==> src/rtl/pipe_ctrl.sv <==
// Pipeline hazard controller: stall/flush/redirect generation for a 5-stage core.
// Ports: clk, rst (sync, active-high); if/id/mem stall requests; EX branch
//   taken + target in; stall[5:0] hold enables, flush_if_id, flush_id_ex,
//   pc_redirect + pc_redirect_addr out; stall_cycles saturating stall counter.
module pipe_ctrl #(
    parameter int ADDR_W = 32,
    parameter int CNT_W  = 32
) (
    input  logic              clk,
    input  logic              rst,
    input  logic              if_stall_req,
    input  logic              id_stall_req,
    input  logic              mem_stall_req,
    input  logic              ex_branch_taken,
    input  logic [ADDR_W-1:0] ex_branch_target,
    output logic [5:0]        stall,
    output logic              flush_if_id,
    output logic              flush_id_ex,
    output logic              pc_redirect,
    output logic [ADDR_W-1:0] pc_redirect_addr,
    output logic [CNT_W-1:0]  stall_cycles
);

    typedef enum logic {
        RUN,
        WAIT_IF
    } state_t;

    localparam logic [5:0] STALL_NONE = 6'b000000;
    localparam logic [5:0] STALL_PC   = 6'b000001;
    localparam logic [5:0] STALL_IF   = 6'b000011;
    localparam logic [5:0] STALL_ID   = 6'b000111;
    localparam logic [5:0] STALL_MEM  = 6'b011111;

    localparam logic [CNT_W-1:0] CNT_ONE = {{(CNT_W-1){1'b0}}, 1'b1};

    state_t            state;
    state_t            state_next;
    logic [ADDR_W-1:0] tgt_q;
    logic              tgt_load;
    logic [CNT_W-1:0]  cnt_q;
    logic              cnt_sat;

    assign cnt_sat      = &cnt_q;
    assign stall_cycles = cnt_q;

    always_ff @(posedge clk) begin
        if (rst) begin
            state <= RUN;
            tgt_q <= '0;
            cnt_q <= '0;
        end else begin
            state <= state_next;
            if (tgt_load) begin
                tgt_q <= ex_branch_target;
            end
            if (stall[0] && !cnt_sat) begin
                cnt_q <= cnt_q + CNT_ONE;
            end
        end
    end

    // Priority: reset, then a MEM stall freezes everything (including a
    // branch sitting in EX, which re-presents once MEM releases), then the
    // pending-redirect / branch handling, then ID and IF stalls.
    always_comb begin
        state_next       = state;
        tgt_load         = 1'b0;
        stall            = STALL_NONE;
        flush_if_id      = 1'b0;
        flush_id_ex      = 1'b0;
        pc_redirect      = 1'b0;
        pc_redirect_addr = '0;

        if (rst) begin
            state_next = RUN;
        end else if (mem_stall_req) begin
            stall = STALL_MEM;
        end else begin
            unique case (state)
                RUN: begin
                    if (ex_branch_taken) begin
                        flush_if_id = 1'b1;
                        flush_id_ex = 1'b1;
                        if (if_stall_req) begin
                            // Fetch still in flight: hold PC, remember target.
                            stall      = STALL_PC;
                            tgt_load   = 1'b1;
                            state_next = WAIT_IF;
                        end else begin
                            pc_redirect      = 1'b1;
                            pc_redirect_addr = ex_branch_target;
                        end
                    end else if (id_stall_req) begin
                        stall       = STALL_ID;
                        flush_id_ex = 1'b1;
                    end else if (if_stall_req) begin
                        stall = STALL_IF;
                    end
                end
                WAIT_IF: begin
                    // EX holds only bubbles here, so any branch input is stale.
                    flush_if_id = 1'b1;
                    flush_id_ex = 1'b1;
                    if (if_stall_req) begin
                        stall = STALL_PC;
                    end else begin
                        pc_redirect      = 1'b1;
                        pc_redirect_addr = tgt_q;
                        state_next       = RUN;
                    end
                end
                default: begin
                    state_next = RUN;
                end
            endcase
        end
    end

endmodule

==> config.mk <==
export PLATFORM = sky130hd
export DESIGN_NAME = pipe_ctrl
export DESIGN_NICKNAME = d
export VERILOG_FILES = /design/src/rtl/pipe_ctrl.sv
export SDC_FILE = /design/constraint.sdc
export NUM_CORES = 1
export LEC_CHECK = 0
export CAP_MARGIN = 20
export CORE_ASPECT_RATIO = 0.8
export CORE_MARGIN = 2
export CORE_UTILIZATION = 40
export CTS_CLUSTER_DIAMETER = 50
export CTS_CLUSTER_SIZE = 14
export DETAILED_ROUTE_END_ITERATION = 10
export GPL_ROUTABILITY_DRIVEN = 1
export PLACE_DENSITY_LB_ADDON = 0.1
export SYNTH_ARGS = -nofsm -noshare
export SYNTH_HDL_FRONTEND = slang
export SYNTH_SLANG_ARGS = --single-unit
==> constraint.sdc <==
create_clock -name clk -period 2.65 [get_ports clk]
set_input_delay 0.53 -clock clk [delete_from_list [all_inputs] [get_ports clk]]
set_output_delay 0.53 -clock clk [all_outputs]
set_load 0.01 [all_outputs]
==> impl_metrics.yaml <==
global_route:
  grt_overflow: 0
  grt_start_max_net_pins: 41
  grt_util_all_layers_pct: 22.0
  grt_pass1_wl_um: 16300
  first_global_vias: 3444
  antenna_found_initial: 0
sta:
  final_critical_path_setup_slack_ns: 0.0477
  fin_crit_sh_pct: 98.2
  hold_viol_final: 0
  fmaxAchievable_mhz: 384
  setup_tns_ns: 0
  relSlewSlack_pct: 67.2
  setup_repair_after_global_routing_missed_its_margin: "false"
  layout_min_cycle_time_ns: 2.60
  post_route_clock_skew_ns: 0.00741
  holdWs_ns: 0.455
  final-setup-viol-count: 0
  timing_worst_slew_pin_value_ns: 0.487
  timing.final.max_slew_violations: 0
placement:
  dpl.hpwl_um: 6800
  pre_cts_ws_ns: -0.186
  port_buffers: 109
  place_congestion: 0.795
  post-place-cells: 661
critical_path:
  timing.critical_path.to_type: "output port"
  worst-path-max-fanout: 5
  timing.critical_path.from_type: "primary input"
  critical_path_class: "in2out"
  worst_ep_arrival_time_ns: 2.07
  worst-endpoint-required_ns: 2.12
layout:
  final_cell_mix: "nand2_1, clkdlybuf4s50_1, dfxtp_1"
  fillers: 774
  mostFrequentLayoutCell: "nand2_1"
  layout.cells.non_filler: 677
  nets: 603
  final_layout_size_suffix_gt1_share_pct: 12.0
  insertedDiodeCount: 0
  area_growth_syn_to_layout_pct: 46.0
yosys:
  yosys_warnings: 0
  yosys_register_bits: 65
  postSynthAreaPerCell_sq_um: 7.57
  syn_area_sq_mm: 0.00336
  unique_cell_type_count_in_the_yosys_netlist: 48
  synth_seq_area_share_pct: 38.7
  post_synthesis_cells: 444
  syn_nets: 483
outcome:
  outcome: "complete, no violations"
floorplan:
  fp.coreArea_sq_mm: 0.00806
  chipWidth_um: 107
  ioPinCount: 111
  floorplan.rows: 29
  floorplan.die.height_um: 86
  effective_utilization_at_floorplan_pct: 41.7
  die-area_sq_mm: 0.00916
drt:
  drt_iter0_markers: 197
  route.antenna.remaining_nets: 0
  detail_route.wl_per_cell_um: 14.4
  num_vias: 3636
  drt_pre_antenna_iters: 5
  route.final.wire_length_um: 9760
  via_per_inst: 5.37
  drc: 0
clocking:
  clock_insertion_delay_worst_skew_ns: 0.35
  clock_path_buffers: 2
  cts-root-buf: "clkbuf_8"
  cts_max_level: 3
  cts_inserted_buffers: 9
  tritoncts_num_sinks: 65
  tritoncts: "yes"
  holdBufCountCts: 0
  clock_slew_seen_by_the_registers_of_the_worst_setup_and_hold_paths_ns: 0.07
pwr:
  p_leak_nw: 1.76
  vdd_ir_drop_max_mv: 0.258
  power_density_mw_per_mm2: 442
job:
  maxCapViolCount: 0
min_path:
  worst_hold_path_type: "reg2reg"
## stage by stage
stage               power [mW]  utilization, %  instance area, sq um
finish                    2.17            60.9                  4910
global route              2.25            60.9                  4910
detailed placement        1.28            58.7                  4720
global placement          1.28            58.7                  4720
floorplan                 1.13               -                  3360
CTS                       2.19            60.9                  4910
## what timing repair did
action / in CTS / in global routing
setup endpoints to repair: 34 / 1
resized for setup: 36 / 1
cloned: 0 / 0
hold endpoints to repair: 0 / 0
setup buffers: 0 / 0
## per-layer routing
metal  GRT usage [%]  vias to the layer above  part of all wire [%]
li1                -                     1819                     -
met1            30.0                     1681                    47
met2            33.8                      122                    45
met3            5.17                       14                   6.7
met4            8.26                        0                   1.5
met5               0                        -                     0
## report_power, final
group / internal, mW / switching (mW)
Combinational: 0.134 / 0.122
Sequential: 0.989 / 0.00982
Clock: 0.510 / 0.402
## registers in the layout, summed over array words and instances (netlist names)
name,cells
stall_cycles,32
state,1
tgt_q,32
## critical path, cell delays in order
cell             delay (ns)
clkdlybuf4s50_1        0.57
buf_4                  0.17
o21ai_0                0.09
a21oi_1                0.14
clkdlybuf4s50_1        0.57
## path summary, 6_finish.rpt
| check | start | endpoint | slack (ns) | depth (start not counted) |
|---|---|---|---|---|
| worst max-delay path | if_stall_req | stall[1] | 0.05 | 5 |
| worst min-delay path | tgt_q[14] | tgt_q[14] | 0.45 | 2 |
| worst max register to register | stall_cycles[20] | stall_cycles[15] | 0.50 | 6 |
| worst min register to register | tgt_q[14] | tgt_q[14] | 0.45 | 2 |
## logic make-up (layout without fill, tap and decap cells)
logic type | count (synthesis) | in the layout | share of synthesized area, %
AOI/OAI and AO/OA | 128 | 128 | 23.3
xor gates and xnor gates | 2 | 2 | 0.521
adders and majority gates | 1 | 1 | 0.372
buffers and inverters | 42 | 167 | 6.07
DFF | 65 | 65 | 38.7
muxes | 2 | 2 | 0.781
other | 1 | 1 | 0.112
and+or+nand+nor | 203 | 203 | 30.1
## layout make-up
type | instances | area [sq um] | share of cell area [%]
Clock buffer | 12 | 165 | 3.36
Clock inverter | 4 | 50.0 | 1.02
Inverter | 10 | 50.0 | 1.02
Multi-Input combinational cell | 337 | 1870 | 38.1
Sequential cell | 65 | 1300 | 26.5
Tap cell | 108 | 135 | 2.75
Timing Repair Buffer | 141 | 1340 | 27.2
## Yosys cell counts, drive strengths merged
cell     number  share of area, %
a211oi        1              0.60
a21oi        61               9.1
a22oi        32               7.1
a41o          1              0.33
and2b         1              0.22
and3          2              0.37
and4          1              0.26
buf           8               1.9
clkbuf       24               2.7
clkinv        1              0.48
conb          1              0.11
dfxtp        65                39
ha            1              0.37
inv           9               1.0
mux2          2              0.78
nand2        85                10
nand3        12               1.8
nand3b        1              0.22
nand4        12               2.7
nor2         47               5.3
nor2b         4              0.74
nor3          4              0.60
nor4          5               1.8
nor4b         1              0.26
o2111ai       2              0.71
o21a          1              0.22
o21ai        21               3.1
o311ai        1              0.26
o31a          1              0.26
o31ai         6               1.3
o41ai         1              0.26
or2           1              0.19
or3          19               3.5
or3b          1              0.33
or4           7               1.7
xnor2         1              0.26
xor2          1              0.26
Power figures use the tool's default switching activity.
